$ cat src/rtl/cpu8_pkg.sv
// Shared types and widths for the 8-bit processor front end.
package cpu8_pkg;

    localparam int unsigned PC_W    = 8;
    localparam int unsigned INSTR_W = 8;

    typedef enum logic [0:0] {RUN, HALTED} fetch_state_t;

    typedef struct packed {
        logic [PC_W-1:0]    pc;
        logic [INSTR_W-1:0] instr;
    } fetch_entry_t;

endpackage

$ cat src/rtl/instruction_fetch_unit_if.sv
// Fetch-to-decode handshake: buffered instruction, its address, valid/ready.
interface instruction_fetch_unit_if;
    import cpu8_pkg::*;

    logic [INSTR_W-1:0] instr_out;
    logic [PC_W-1:0]    instr_out_pc;
    logic               instr_out_valid;
    logic               instr_out_ready;

    modport master (
        output instr_out,
        output instr_out_pc,
        output instr_out_valid,
        input  instr_out_ready
    );

    modport slave (
        input  instr_out,
        input  instr_out_pc,
        input  instr_out_valid,
        output instr_out_ready
    );

endinterface

$ cat src/rtl/fetch_skid_buffer.sv
// Two-entry FIFO of fetched {pc, instr} pairs; head is always entry 0.
module fetch_skid_buffer
    import cpu8_pkg::*;
(
    input  logic         clock,
    input  logic         reset,
    input  logic         push,
    input  fetch_entry_t push_entry,
    input  logic         pop,
    input  logic         flush,
    output fetch_entry_t head,
    output logic [1:0]   occ
);

    fetch_entry_t head_q;
    fetch_entry_t tail_q;
    logic [1:0]   occ_q;
    logic [1:0]   occ_after;
    logic         do_pop;
    logic         do_push;

    always_comb begin
        do_pop    = pop && (occ_q != 2'd0);
        occ_after = occ_q - {1'b0, do_pop};
        do_push   = push && (occ_after != 2'd2);
    end

    // On a simultaneous pop and push into an emptied head, the push write wins.
    always_ff @(posedge clock or posedge reset) begin
        if (reset) begin
            head_q <= '0;
            tail_q <= '0;
            occ_q  <= 2'd0;
        end else if (flush) begin
            occ_q <= 2'd0;
        end else begin
            if (do_pop) begin
                head_q <= tail_q;
            end
            if (do_push) begin
                if (occ_after == 2'd0) begin
                    head_q <= push_entry;
                end else begin
                    tail_q <= push_entry;
                end
            end
            occ_q <= occ_after + {1'b0, do_push};
        end
    end

    assign head = head_q;
    assign occ  = occ_q;

endmodule

$ cat src/rtl/instruction_fetch_unit.sv
// Fetch stage: PC, 1-cycle memory tracking, skid buffer, redirect and halt control.
// Optional return-address stack enabled by FETCH_CALL_STACK_EN.
module instruction_fetch_unit
    import cpu8_pkg::*;
#(
    parameter logic [PC_W-1:0] RESET_PC    = 8'h00,
    parameter int unsigned     STACK_DEPTH = 4
) (
    input  logic                     clock,
    input  logic                     reset,
    output logic [PC_W-1:0]          pccounter,
    input  logic [INSTR_W-1:0]       saidaInstrucao,
    instruction_fetch_unit_if.master dec,
    input  logic                     branch_taken,
    input  logic [PC_W-1:0]          branch_target,
    input  logic                     halt,
    input  logic                     resume,
    output logic                     halted,
    input  logic                     call_req,
    input  logic                     ret_req,
    input  logic [PC_W-1:0]          ret_addr,
    output logic                     stack_err
);

    fetch_state_t    state_q;
    logic [PC_W-1:0] pc_q;
    logic [PC_W-1:0] inflight_pc_q;
    logic            inflight_q;
    logic            halted_q;

    logic            redirect;
    logic [PC_W-1:0] target;
    logic            pop;
    logic            issue;
    logic [2:0]      load;
    fetch_entry_t    head;
    fetch_entry_t    push_entry;
    logic [1:0]      occ;

`ifdef FETCH_CALL_STACK_EN
    localparam int unsigned CntW = $clog2(STACK_DEPTH + 1);

    logic [PC_W-1:0] stack_q [STACK_DEPTH];
    logic [CntW-1:0] depth_q;
    logic            err_q;
    logic            do_ret;
    logic            stack_full;
    logic            stack_empty;

    // A branch in the same cycle as a return takes the branch target and leaves the stack.
    always_comb begin
        do_ret      = ret_req && !call_req && !branch_taken;
        stack_full  = (depth_q == CntW'(STACK_DEPTH));
        stack_empty = (depth_q == '0);
        redirect    = branch_taken || call_req || ret_req;
        target      = branch_target;
        if (do_ret) begin
            target = stack_empty ? RESET_PC : stack_q[0];
        end
    end

    // Entry 0 is the top; a push when full shifts the oldest entry out.
    always_ff @(posedge clock or posedge reset) begin
        if (reset) begin
            for (int i = 0; i < int'(STACK_DEPTH); i++) begin
                stack_q[i] <= '0;
            end
            depth_q <= '0;
            err_q   <= 1'b0;
        end else if (call_req) begin
            for (int i = int'(STACK_DEPTH) - 1; i > 0; i--) begin
                stack_q[i] <= stack_q[i-1];
            end
            stack_q[0] <= ret_addr;
            if (stack_full) begin
                err_q <= 1'b1;
            end else begin
                depth_q <= depth_q + CntW'(1);
            end
        end else if (do_ret) begin
            if (stack_empty) begin
                err_q <= 1'b1;
            end else begin
                for (int i = 0; i < int'(STACK_DEPTH) - 1; i++) begin
                    stack_q[i] <= stack_q[i+1];
                end
                depth_q <= depth_q - CntW'(1);
            end
        end
    end

    assign stack_err = err_q;
`else
    localparam int unsigned unused_stack_depth = STACK_DEPTH;
    logic unused_stack_ports;

    always_comb begin
        redirect = branch_taken;
        target   = branch_target;
    end

    assign unused_stack_ports = ^{call_req, ret_req, ret_addr};
    assign stack_err          = 1'b0;
`endif

    // Issue only if the entry it produces will find room after this cycle's pop.
    always_comb begin
        pop   = (occ != 2'd0) && dec.instr_out_ready;
        load  = {1'b0, occ} + {2'b0, inflight_q};
        issue = (state_q == RUN) && !halt && !redirect && (load <= (3'd1 + {2'b0, pop}));
    end

    assign push_entry = '{pc: inflight_pc_q, instr: saidaInstrucao};

    fetch_skid_buffer u_skid (
        .clock      (clock),
        .reset      (reset),
        .push       (inflight_q && !redirect),
        .push_entry (push_entry),
        .pop        (pop && !redirect),
        .flush      (redirect),
        .head       (head),
        .occ        (occ)
    );

    always_ff @(posedge clock or posedge reset) begin
        if (reset) begin
            state_q       <= RUN;
            halted_q      <= 1'b0;
            pc_q          <= RESET_PC;
            inflight_q    <= 1'b0;
            inflight_pc_q <= '0;
        end else begin
            if (redirect) begin
                pc_q <= target;
            end else if (issue) begin
                pc_q <= pc_q + PC_W'(1);
            end
            inflight_q <= issue;
            if (issue) begin
                inflight_pc_q <= pc_q;
            end
            case (state_q)
                RUN: begin
                    if (halt) begin
                        state_q  <= HALTED;
                        halted_q <= 1'b1;
                    end
                end
                HALTED: begin
                    if (resume && !halt) begin
                        state_q  <= RUN;
                        halted_q <= 1'b0;
                    end
                end
                default: begin
                    state_q  <= RUN;
                    halted_q <= 1'b0;
                end
            endcase
        end
    end

    assign pccounter           = pc_q;
    assign halted              = halted_q;
    assign dec.instr_out       = head.instr;
    assign dec.instr_out_pc    = head.pc;
    assign dec.instr_out_valid = (occ != 2'd0);

endmodule

$ cat src/flat_wrapper.sv
// flat-port wrapper written by rule: the top's interface ports become plain ports
module instruction_fetch_unit_flat import cpu8_pkg::*;
#(
    parameter logic [PC_W-1:0] RESET_PC    = 8'h00,
    parameter int unsigned     STACK_DEPTH = 4
)
  (clock, reset, pccounter, saidaInstrucao, branch_taken, branch_target, halt, resume, halted, call_req, ret_req, ret_addr, stack_err, dec_instr_out, dec_instr_out_pc, dec_instr_out_valid, dec_instr_out_ready);
  instruction_fetch_unit_if dec_i ();
  input  logic clock;
  input  logic reset;
  output logic [PC_W-1:0] pccounter;
  input  logic [INSTR_W-1:0] saidaInstrucao;
  input  logic branch_taken;
  input  logic [PC_W-1:0] branch_target;
  input  logic halt;
  input  logic resume;
  output logic halted;
  input  logic call_req;
  input  logic ret_req;
  input  logic [PC_W-1:0] ret_addr;
  output logic stack_err;
  output wire logic [$bits(dec_i.instr_out)-1:0] dec_instr_out;
  output wire logic [$bits(dec_i.instr_out_pc)-1:0] dec_instr_out_pc;
  output wire logic [$bits(dec_i.instr_out_valid)-1:0] dec_instr_out_valid;
  input wire logic [$bits(dec_i.instr_out_ready)-1:0] dec_instr_out_ready;
  assign dec_instr_out = dec_i.instr_out;
  assign dec_instr_out_pc = dec_i.instr_out_pc;
  assign dec_instr_out_valid = dec_i.instr_out_valid;
  assign dec_i.instr_out_ready = dec_instr_out_ready;
  instruction_fetch_unit #(.RESET_PC(RESET_PC), .STACK_DEPTH(STACK_DEPTH)) u_core (.clock(clock), .reset(reset), .pccounter(pccounter), .saidaInstrucao(saidaInstrucao), .dec(dec_i), .branch_taken(branch_taken), .branch_target(branch_target), .halt(halt), .resume(resume), .halted(halted), .call_req(call_req), .ret_req(ret_req), .ret_addr(ret_addr), .stack_err(stack_err));
endmodule
$ cat config.mk
export PLATFORM = sky130hd
export DESIGN_NAME = instruction_fetch_unit_flat
export DESIGN_NICKNAME = d
export VERILOG_FILES = /design/src/rtl/cpu8_pkg.sv /design/src/rtl/instruction_fetch_unit_if.sv /design/src/rtl/fetch_skid_buffer.sv /design/src/rtl/instruction_fetch_unit.sv /design/src/flat_wrapper.sv
export SDC_FILE = /design/constraint.sdc
export NUM_CORES = 1
export LEC_CHECK = 0
export BUFFER_PORTS_ARGS = -buffer_cell sky130_fd_sc_hd__buf_2
export CAP_MARGIN = 20
export CELL_PAD_IN_SITES_DETAIL_PLACEMENT = 1
export CELL_PAD_IN_SITES_GLOBAL_PLACEMENT = 2
export CORE_AREA = 5 5 92 94
export CTS_CLUSTER_DIAMETER = 40
export DETAILED_ROUTE_END_ITERATION = 6
export DIE_AREA = 0 0 97 99
export PLACE_DENSITY = 0.78
export SKIP_CTS_REPAIR_TIMING = 1
export SYNTH_ARGS = -nofsm -noshare
export SYNTH_HDL_FRONTEND = slang
export SYNTH_SLANG_ARGS = --single-unit
$ cat constraint.sdc
create_clock -name clock -period 2.6 [get_ports clock]
set_input_delay 0.26 -clock clock [delete_from_list [all_inputs] [get_ports clock]]
set_output_delay 0.26 -clock clock [all_outputs]
set_load 0.05 [all_outputs]
[Word level (Yosys, flattened, before mapping)]
Index checks and enable logic that the tools add are counted.
Storage, ports and cells
  register bits: 53
  input bits: 32
Operators by class
  add/sub/neg operators: 5
  order comparisons: 1
  equal/unequal tests: 3
  mux-type cells: 12
  bitwise operators: 3
  reduce and logical (&&, ||, !) cells: 16
Operators with widths (count)
  $mux W16: 3
  $mux W8: 2
  $logic_and A1 B1 Y1: 9
  $add A8 B1 Y8 const B: 1
  $ne A2 B2 Y1 const B: 3
  $mux W1: 4
  $pmux W1 S2: 2
  $reduce_bool A2 Y1: 2
  $add A2 B1 Y3: 1
  $le A3 B3 Y1: 1
  $not A1 Y1: 3
  $reduce_and A3 Y1: 1
  $add A1 B1 Y2 const A: 1
  $add A2 B1 Y2: 1
  $logic_not A1 Y1: 2
  $logic_not A2 Y1: 1
  $mux W2: 1
  $reduce_and A2 Y1: 1
  $sub A2 B1 Y2: 1

[Longest topological paths before layout]
Gate-level depths: netlist of the first run.
  depth in word-level cells: 9
  depth in mapped cells: 10
  gate-level depth less buffers: 8

[Modules after synthesis]
A second synthesis of the first run with hierarchy kept.
Second synthesis, totals
  cells, all modules: 214
  area, all modules: 2596.2 µm²
By module, submodules not included
  fetch_skid_buffer: instances 1, cells each 104, area an instance 1450.1 µm², seq. area each 850.8 µm²
  instruction_fetch_unit: instances 1, cells each 110, area an instance 1146.1 µm², seq. area each 475.5 µm²

[Worst setup path before layout of the first run]
OpenSTA, ideal clock, no wires.
  path type: reg2reg
  from: register u_core.u_skid.occ_q[1], in the netlist u_core.u_skid.occ[1]
  to: register u_core.inflight_pc_q[0]
  arrival: 2.175 ns
  path slack: 0.300 ns
  cell stages (with the launch flop): 8
  path buffers: 0
  clock period less this slack: 2.300 ns
  cells stage by stage: dfrtp_1 o21a_1 inv_1 fa_1 or3b_1 a22oi_2 nor2_2 mux2_2
On the way
  cells in the longest elaborated chain, start to end: 5
  elaborated cells between the ends (all ways): 6
  those cells by class: add/sub (2); order compare (1); reduce/logical (3)
RTL lines
  start, declared: line fetch_skid_buffer.sv:17  | logic [1:0] occ_q;
  start signal, assigned: line fetch_skid_buffer.sv:47  | occ_q <= occ_after + {1'b0, do_push};
  $reduce_bool A2 Y1: line instruction_fetch_unit.sv:108  | pop = (occ != 2'd0) && dec.instr_out_ready;
  $logic_and A1 B1 Y1: line instruction_fetch_unit.sv:108
  $add A1 B1 Y2: line instruction_fetch_unit.sv:110  | issue = (state_q == RUN) && !halt && !redirect && (load <= (3'd1 + {2'b0, pop}));
  $le A3 B3 Y1 (*): line instruction_fetch_unit.sv:110
  $logic_and A1 B1 Y1 (*): line instruction_fetch_unit.sv:110
  named net u_core.issue: line instruction_fetch_unit.sv:34  | logic issue;
  end signal, assigned: line instruction_fetch_unit.sv:141  | inflight_pc_q <= pc_q;
  end, declared: line instruction_fetch_unit.sv:27  | logic [PC_W-1:0] inflight_pc_q;
Mark *: on every way through the listed nets, which the timed path passes. The rest lies on a longest branch.
A chain may end at the register's enable or synchronous reset.

[Final worst setup path of the first run]
  from: register u_core.u_skid.occ_q[0], in the netlist u_core.u_skid.occ[0]
  to: register u_core.pc_q[7], in the netlist u_core.pccounter[7]
On the way
  cells in the longest elaborated chain, start to end: 6
  elaborated cells between the ends (all ways): 7
  those cells by class: add/sub (2); order compare (1); reduce/logical (4)
RTL lines
  $reduce_bool A2 Y1: line instruction_fetch_unit.sv:108
  $logic_and A1 B1 Y1: line instruction_fetch_unit.sv:108
  $add A1 B1 Y2: line instruction_fetch_unit.sv:110
  $le A3 B3 Y1 (*): line instruction_fetch_unit.sv:110
  $logic_and A1 B1 Y1 (*): line instruction_fetch_unit.sv:110
  $reduce_bool A2 Y1 (no line) (*)
  end signal, assigned: line instruction_fetch_unit.sv:135  | pc_q <= target;
  end signal, assigned: line instruction_fetch_unit.sv:137  | pc_q <= pc_q + PC_W'(1);
  end, declared: line instruction_fetch_unit.sv:26  | logic [PC_W-1:0] pc_q;
Mark *: on every way between the ends. The rest lies on a longest branch, timed or not.

==> results.json, run 1 <==
{
  "rsz0062_at_grt": "false",
  "first_pass_iters": 4,
  "grt_max_degree": 33,
  "synth-edff-count": 0,
  "synthFlopType": "dfrtp_1",
  "grt_use_total": 0.117,
  "ys_seq_area_frac": 0.551,
  "async_flop_share": 1.00,
  "endpoint": "u_core.pccounter[7]",
  "crit_chain": "ha_1 > fa_1 > nor4b_2 > a22oi_2 > buf_4 > or4_1 > a31oi_1",
  "synthDistinctLibCells": 36,
  "seq_area_sq_um": 1330,
  "place_congestion": 0.748,
  "via_count": 1781,
  "dp.cells": 359,
  "rows": 32,
  "ys_seq_elements": 53,
  "cap_violations": 0,
  "finalPower_mw": 2.74,
  "min_period_ps": 2460,
  "yosysTopAreaCellShare": 0.551,
  "hold_viol_final": 0,
  "critPathMaxFanout": 14,
  "final_nets": 302,
  "gr-max-usage-layer": "met2",
  "cp-startpoint": "u_core.u_skid.occ[0]",
  "placed_cell_area_sq_um": 2790,
  "path_clk_slew_ps": 100,
  "slowest_stage": "fa_1",
  "synth.avg_cell_area_sq_um": 11.3,
  "route.detailed.drc": 0,
  "rrSetupSlack_ps": 140,
  "n_fill_cell": 857,
  "max_slew_margin": 0.548,
  "grt_antenna_before_repair": 0,
  "fin_cells": 367,
  "final_max_slew_viol_count": 0,
  "cts_tree": "yes",
  "antennaDiodeCount": 0,
  "critical_path.max_stage_delay_ps": 530,
  "cp.arrival_ps": 2690,
  "dieArea_sq_um": 9600,
  "end_kind": "register",
  "syn_to_final_growth_pct": 19.8,
  "post-place-ws_ps": 154,
  "clock_latency_ps": 300,
  "num_io_pins": 59,
  "vdd_drop_max_mv": 0.255,
  "dp_hpwl_mm": 4.07,
  "cts_buffer_depth": 2,
  "critPathBufInv": 1,
  "cts_max_level": 2,
  "fmax_ghz": 0.407,
  "cts-root-buf": "clkbuf_8",
  "synth_cells": 212,
  "die_y_um": 99,
  "hp-class": "input port to asynchronous set/reset pin",
  "reg2reg_from": "u_core.u_skid.occ[0]",
  "core_sq_um": 7570,
  "via_per_inst": 4.85,
  "rr_endpoint": "u_core.pccounter[7]",
  "gr-usage-met1": 0.144,
  "finalCritPeriodShare": 0.945,
  "clock_sinks": 53,
  "outcome": "complete, no violations",
  "synth_nets": 250,
  "crit_required_ps": 2830,
  "critPathTopFamily": "adder cells",
  "synth_area_sq_um": 2410,
  "setup_violations": 0,
  "die_w_um": 97,
  "initial_core_util": 0.318,
  "multi_input_area_sq_um": 1000,
  "clock-skew-final_ps": 6.85,
  "setup_tns_ps": 0,
  "grt_overflow": 0,
  "io_buffers": 47,
  "grt_pass1_vias": 1904,
  "layout-drive-gt1-share": 0.362,
  "drt-wirelength-per-cell_um": 15.2,
  "synth_area_leaders": "dfrtp_1, mux2_2, a22oi_1",
  "p_leak_nw": 1.34,
  "worstSetupPathType": "register to register",
  "cp_num_cells": 7,
  "grt_pass1_wl_mm": 9.25,
  "timing.final.ws_setup_ps": 143,
  "design_area_sq_um": 2880,
  "yosysWarningCount": 0,
  "final_antenna_net_count": 0,
  "wl_mm": 5.57,
  "yosysTopAreaCell": "dfrtp_1",
  "use_met3": 0.0269,
  "drt_iter0_drc": 33,
  "power_density_nw_per_um2": 952,
  "r2r_cells": 7,
  "tightest_slew_ps": 677,
  "met2_usage": 0.209,
  "crit_path_start_kind": "register",
  "cts_buffers": 5
}
==> cells by family after synthesis <==
family | Yosys count | synth area share
flops | 53 | 0.551
compound gates | 52 | 0.134
simple gates | 52 | 0.111
mux | 25 | 0.116
buf+inv | 20 | 0.0400
fa+ha+maj | 6 | 0.0343
xor+xnor | 3 | 0.0109
other cells | 1 | 0.00156
==> metrics by stage <==
step / hold WS (ps) / util
after floorplan: 356 / -
after global placement: 404 / 0.369
after detailed placement: 398 / 0.369
after CTS: 60.8 / 0.380
after global routing: 94.1 / 0.381
final: 47.6 / 0.381
==> state kept, by name (all words and copies together), names as in the netlist <==
| signal | count |
|---|---|
| u_core.u_skid.head | 16 |
| u_core.u_skid.tail_q | 16 |
| u_core.inflight_pc_q | 8 |
| u_core.pccounter | 8 |
| u_core.u_skid.occ | 2 |
| u_core.halted | 1 |
| u_core.inflight_q | 1 |
| u_core.state_q | 1 |
==> cells in the mapped netlist, types with 2 or more instances <==
cell type	number
nor2_1	9
or3_1	5
a22oi_1	16
nand3_1	4
a31oi_1	6
nand2_1	21
buf_4	2
nor2_2	2
or4_1	2
xor2_1	2
a21oi_1	2
o21ai_0	23
mux2_2	24
clkbuf_1	3
or2_2	2
buf_2	5
dfrtp_1	53
ha_1	5
inv_1	9
==> metal layers <==
metal,part of all wire,vias up
met5,0,-
li1,-,856
met2,0.50,40
met3,0.037,5
met1,0.45,880
met4,0.0086,0
==> worst min-delay path by stage <==
| stage | slack [ps] | endpoint |
|---|---|---|
| after floorplan | 360 | u_core.state_q |
| after global placement | 400 | u_core.u_skid.head[3] |
| after detailed placement | 400 | u_core.u_skid.head[3] |
| after CTS | 60 | u_core.u_skid.head[3] |
| after global routing | 90 | u_core.u_skid.head[3] |
| final | 50 | u_core.u_skid.tail_q[4] |
==> power breakdown <==
group | leakage (nW) | total (mW) | internal, mW | switching (mW)
sequential | 0.680 | 1.26 | 1.09 | 0.172
combinational | 0.619 | 1.03 | 0.303 | 0.728
clock | 0.0374 | 0.454 | 0.190 | 0.264
==> cell type report <==
class,count,area share
Clock buffer,6,0.0252
Tap cell,102,0.0443
Sequential cell,53,0.460
Timing Repair Buffer,56,0.105
Inverter,9,0.0117
Multi-Input combinational cell,139,0.348
Clock inverter,2,0.00521
==> cell usage in the layout (no fill, tap or decap), types with 5 or more instances in the layout <==
cell	n
o21ai_0	23
or3_1	5
a31oi_1	6
nor2_1	9
inv_1	8
buf_4	9
dfrtp_1	53
nand2_1	21
clkbuf_8	5
mux2_2	24
a22oi_1	16
buf_2	47
ha_1	5
Note: power is estimated with default switching activity, not from simulation.
==> run 2, diff against run 1 <==
Settings changed: PLACE_DENSITY 0.78 to 0.8.
==> run 2 against run 1 <==
Compared with the run above:
- clock skew rose by 0.75 ps
- non-clock buffer count stayed put
- count of clock-buffer cells in the layout is 1 lower
- global-route usage increased by 0.59 points
- wire length grew 1.9%
- sequential share of layout area decreased by 0.41 points
- combinational power hardly changed
- critical path type unchanged
==> results.json, run 2 (synthesis results as in run 1) <==
{
  "outcome": "complete, no violations",
  "finalCritPeriodShare": 0.934,
  "crit_path_start_kind": "register",
  "hp-class": "input port to asynchronous set/reset pin",
  "min_period_ps": 2430,
  "cts_tree": "yes",
  "cts-root-buf": "clkbuf_8",
  "cp.arrival_ps": 2660,
  "dp_hpwl_mm": 4.11,
  "setup_violations": 0,
  "via_per_inst": 4.83,
  "power_density_nw_per_um2": 952,
  "die_w_um": 97,
  "final_nets": 302,
  "grt_pass1_vias": 1995,
  "holdWs_ps": 9.63,
  "drt-wirelength-per-cell_um": 15.5,
  "path_clk_slew_ps": 100,
  "multi_input_area_sq_um": 1010,
  "clock_latency_ps": 310,
  "tightest_slew_ps": 601,
  "final_antenna_net_count": 0,
  "io_buffers": 47,
  "grt_use_total": 0.123,
  "fmax_ghz": 0.412,
  "syn_to_final_growth_pct": 21.0,
  "critPathMaxFanout": 14,
  "rows": 32,
  "critPathTopFamily": "adder cells",
  "dp.cells": 359,
  "dieArea_sq_um": 9600,
  "via_count": 1773,
  "end_kind": "register",
  "n_fill_cell": 853,
  "p_leak_nw": 1.36,
  "antennaDiodeCount": 0,
  "first_pass_iters": 3,
  "critical_path.max_stage_delay_ps": 530,
  "cts_buffers": 5,
  "clock-skew-final_ps": 7.59,
  "wl_mm": 5.67,
  "route.detailed.drc": 0,
  "most-common-layout-cells": "dfrtp_1, buf_2, mux2_2, o21ai_0, nand2_1",
  "final_common_cell": "dfrtp_1",
  "clock_sinks": 53,
  "core_sq_um": 7570,
  "max_slew_margin": 0.599,
  "place_congestion": 0.700,
  "cts_buffer_depth": 2,
  "final_max_slew_viol_count": 0,
  "num_io_pins": 59,
  "grt_max_degree": 29,
  "vdd_drop_max_mv": 0.237,
  "hold_viol_final": 0,
  "initial_core_util": 0.318,
  "grt_pass1_wl_mm": 9.67,
  "cts_max_level": 2,
  "critPathBufInv": 1,
  "cap_violations": 0,
  "crit_required_ps": 2830,
  "seq_area_sq_um": 1330,
  "crit_chain": "ha_2 > fa_1 > nor4b_4 > a22oi_2 > buf_4 > or4_1 > a31oi_1",
  "fin_cells": 367,
  "worstSetupPathType": "register to register",
  "slowest_stage": "fa_1",
  "grt_overflow": 0,
  "grt_antenna_before_repair": 0,
  "drt_iter0_drc": 44,
  "die_y_um": 99,
  "layout-drive-gt1-share": 0.374
}
## run 2: worst paths after layout
| path | startpoint | slack (ps) | endpoint | depth (start not counted) |
|---|---|---|---|---|
| setup / recovery | u_core.u_skid.occ[0] | 170 | u_core.pccounter[7] | 7 |
| hold / removal | reset | 10 | u_core.u_skid.head[3] | 2 |
| setup reg to reg | u_core.u_skid.occ[0] | 170 | u_core.pccounter[7] | 7 |
| hold reg to reg | u_core.u_skid.head[1] | 480 | u_core.u_skid.head[1] | 2 |
| max in group asynchronous | reset | 2040 | u_core.pccounter[3] | 3 |
| min in group clock | resume | 140 | u_core.halted | 2 |
## run 2: cell type report
cell class              count  area share
well taps                 102      0.0439
inverters                   9      0.0116
repair buffers             56       0.108
multi-input cells         139       0.349
flip-flops and latches     53       0.456
clock buffers               5      0.0236
clock inverters             3     0.00774
## run 2: power by group
group	switching [mW]	internal, mW
registers	0.171	1.09
clock network	0.281	0.192
logic	0.734	0.307
total	1.19	1.58
## run 2: stage by stage
| step | cell area (sq um) | power, mW | setup TNS (ps) | worst slack, ps | utilization |
|---|---|---|---|---|---|
| global placement | 2800 | 2.29 | 0 | 168 | 0.370 |
| global route | 2910 | 2.94 | -3.70 | -3.70 | 0.385 |
| floorplan | 2410 | 2.03 | 0 | 300 | - |
| detailed placement | 2800 | 2.34 | 0 | 93.4 | 0.370 |
| finish | 2910 | 2.77 | 0 | 171 | 0.385 |
| CTS | 2890 | 2.81 | 0 | 39.2 | 0.382 |
## run 2: layer usage
layer | part of all wire | vias to the layer above | global-route usage
met3 | 0.035 | 5 | 0.0262
met2 | 0.49 | 34 | 0.210
met4 | 0.012 | 0 | 0.0389
li1 | - | 853 | -
met5 | 0 | - | 0
met1 | 0.46 | 881 | 0.157
==> run 3, diff against run 2 <==
Settings changed: CORE_AREA 5 5 92 94 to 2 2 89 91, DIE_AREA 0 0 97 99 to 0 0 91 93, GPL_TIMING_DRIVEN from default to 1.
==> run 3 against run 2 <==
Compared with the run above:
- global-route usage rose by 2.6 points
- total power rose by 1.5%
- wire length rose by 3.7%
- utilization rose by 0.45 points
- maximum frequency fell by 2.5%
- worst hold slack improved by 110 ps
- sequential share of layout area fell by 0.29 points
- cell count rose by 0.82%
- via count rose by 2.9%
- count of clock-buffer cells in the layout rose by 1
- first-iteration DRC count rose by 130%
- critical path type unchanged
==> results.json, run 3 (synthesis results as in run 1) <==
{
  "crit_required_ps": 2790,
  "io_buffers": 47,
  "clock-skew-final_ps": 7.66,
  "final_core_util": 0.389,
  "rrSetupSlack_ps": 110,
  "drt-wirelength-per-cell_um": 15.9,
  "crit_chain": "ha_2 > fa_1 > or3b_1 > a22oi_2 > nor2_2 > mux2_2",
  "layout-drive-gt1-share": 0.381,
  "fin_cells": 370,
  "critical_path.max_stage_delay_ps": 540,
  "num_io_pins": 59,
  "cts_max_level": 2,
  "min_period_ps": 2490,
  "initial_core_util": 0.320,
  "final_common_cell": "dfrtp_1",
  "most-common-layout-cells": "dfrtp_1, buf_2, mux2_2, o21ai_0, nand2_1",
  "grt_antenna_before_repair": 0,
  "cts_tree": "yes",
  "dp_hpwl_mm": 4.00,
  "core_sq_um": 7530,
  "tightest_slew_ps": 675,
  "final_max_slew_viol_count": 0,
  "cp.arrival_ps": 2680,
  "setup_violations": 0,
  "crit_path_start_kind": "register",
  "hp-class": "input port to asynchronous set/reset pin",
  "finalCritPeriodShare": 0.958,
  "final_nets": 305,
  "final_antenna_net_count": 0,
  "wl_mm": 5.88,
  "grt_overflow": 0,
  "grt_pass1_wl_mm": 9.94,
  "fmax_ghz": 0.401,
  "via_count": 1824,
  "grt_pass1_vias": 1918,
  "placed_cell_area_sq_um": 2780,
  "reg2reg_from": "u_core.u_skid.occ[0]",
  "setup_tns_ps": 0,
  "die_y_um": 93,
  "clock_sinks": 53,
  "dp.cells": 358,
  "worstSetupPathType": "register to register",
  "rr_endpoint": "u_core.inflight_pc_q[5]",
  "die_w_um": 91,
  "place_congestion": 0.696,
  "critPathMaxFanout": 9,
  "grt_max_degree": 54,
  "syn_to_final_growth_pct": 21.7,
  "drt_iter0_drc": 102,
  "cap_violations": 0,
  "first_pass_iters": 4,
  "cts_buffers": 5,
  "max_slew_margin": 0.550,
  "antennaDiodeCount": 0,
  "hold_viol_final": 0,
  "cts-root-buf": "clkbuf_8",
  "cts_buffer_depth": 2,
  "design_area_sq_um": 2930,
  "route.detailed.drc": 0,
  "power_density_nw_per_um2": 961,
  "end_kind": "register",
  "slowest_stage": "fa_1",
  "rows": 32,
  "via_per_inst": 4.93,
  "r2r_cells": 6,
  "grt_use_total": 0.149,
  "dieArea_sq_um": 8460,
  "clock_latency_ps": 300,
  "vdd_drop_max_mv": 0.355,
  "p_leak_nw": 1.37,
  "outcome": "complete, no violations",
  "path_clk_slew_ps": 100
}
==> run 3: how the worst max path moves through the flow <==
stage | startpoint | to | slack, ps | cells past startpoint
finish | u_core.u_skid.occ[0] | u_core.inflight_pc_q[5] | 110 | 6
global route | u_core.u_skid.occ[1] | u_core.inflight_pc_q[5] | -8 | 7
CTS | u_core.u_skid.occ[1] | u_core.u_skid.head[10] | 60 | 9
detailed placement | u_core.u_skid.occ[1] | u_core.pccounter[1] | 90 | 8
global placement | u_core.u_skid.occ[0] | u_core.pccounter[1] | 150 | 7
floorplan | u_core.u_skid.occ[1] | u_core.inflight_pc_q[0] | 300 | 7
==> run 3: layer usage <==
layer | GRT usage | part of all wire
met1 | 0.189 | 0.44
met2 | 0.260 | 0.52
met3 | 0.0355 | 0.031
met4 | 0.0341 | 0.0082
met5 | 0 | 0
==> run 3: where the power goes <==
group | switching (mW) | internal, mW
sequential | 0.181 | 1.09
clock | 0.279 | 0.217
combinational | 0.736 | 0.315
total | 1.20 | 1.62
==> run 3: final cells by class <==
type,instances,area (sq um)
fill,883,4600
tap,102,128
clock buffer,6,82.6
sequential,53,1330
inverter,9,33.8
multi-input combinational,139,1010
timing repair buffer,59,329
clock inverter,2,13.8
==> run 3: critical path: cells and delay by family, from the launching register on <==
kind,cells,cell delay (ps)
AND/OR/NAND/NOR,2,550
adder cells (fa/ha/maj),2,750
AO/OA/AOI/OAI,1,350
flip-flops,1,420
multiplexers,1,300
==> run 3: stage by stage <==
stage          hold slack [ps]  power, mW  setup WS (ps)
6_report                   123       2.81            108
2_1_floorplan              356       2.03            300
4_1_cts                    144       2.84           55.2
3_5_place_dp               464       2.34           92.9
5_1_grt                    150       3.00          -7.79
3_3_place_gp               456       2.28            148
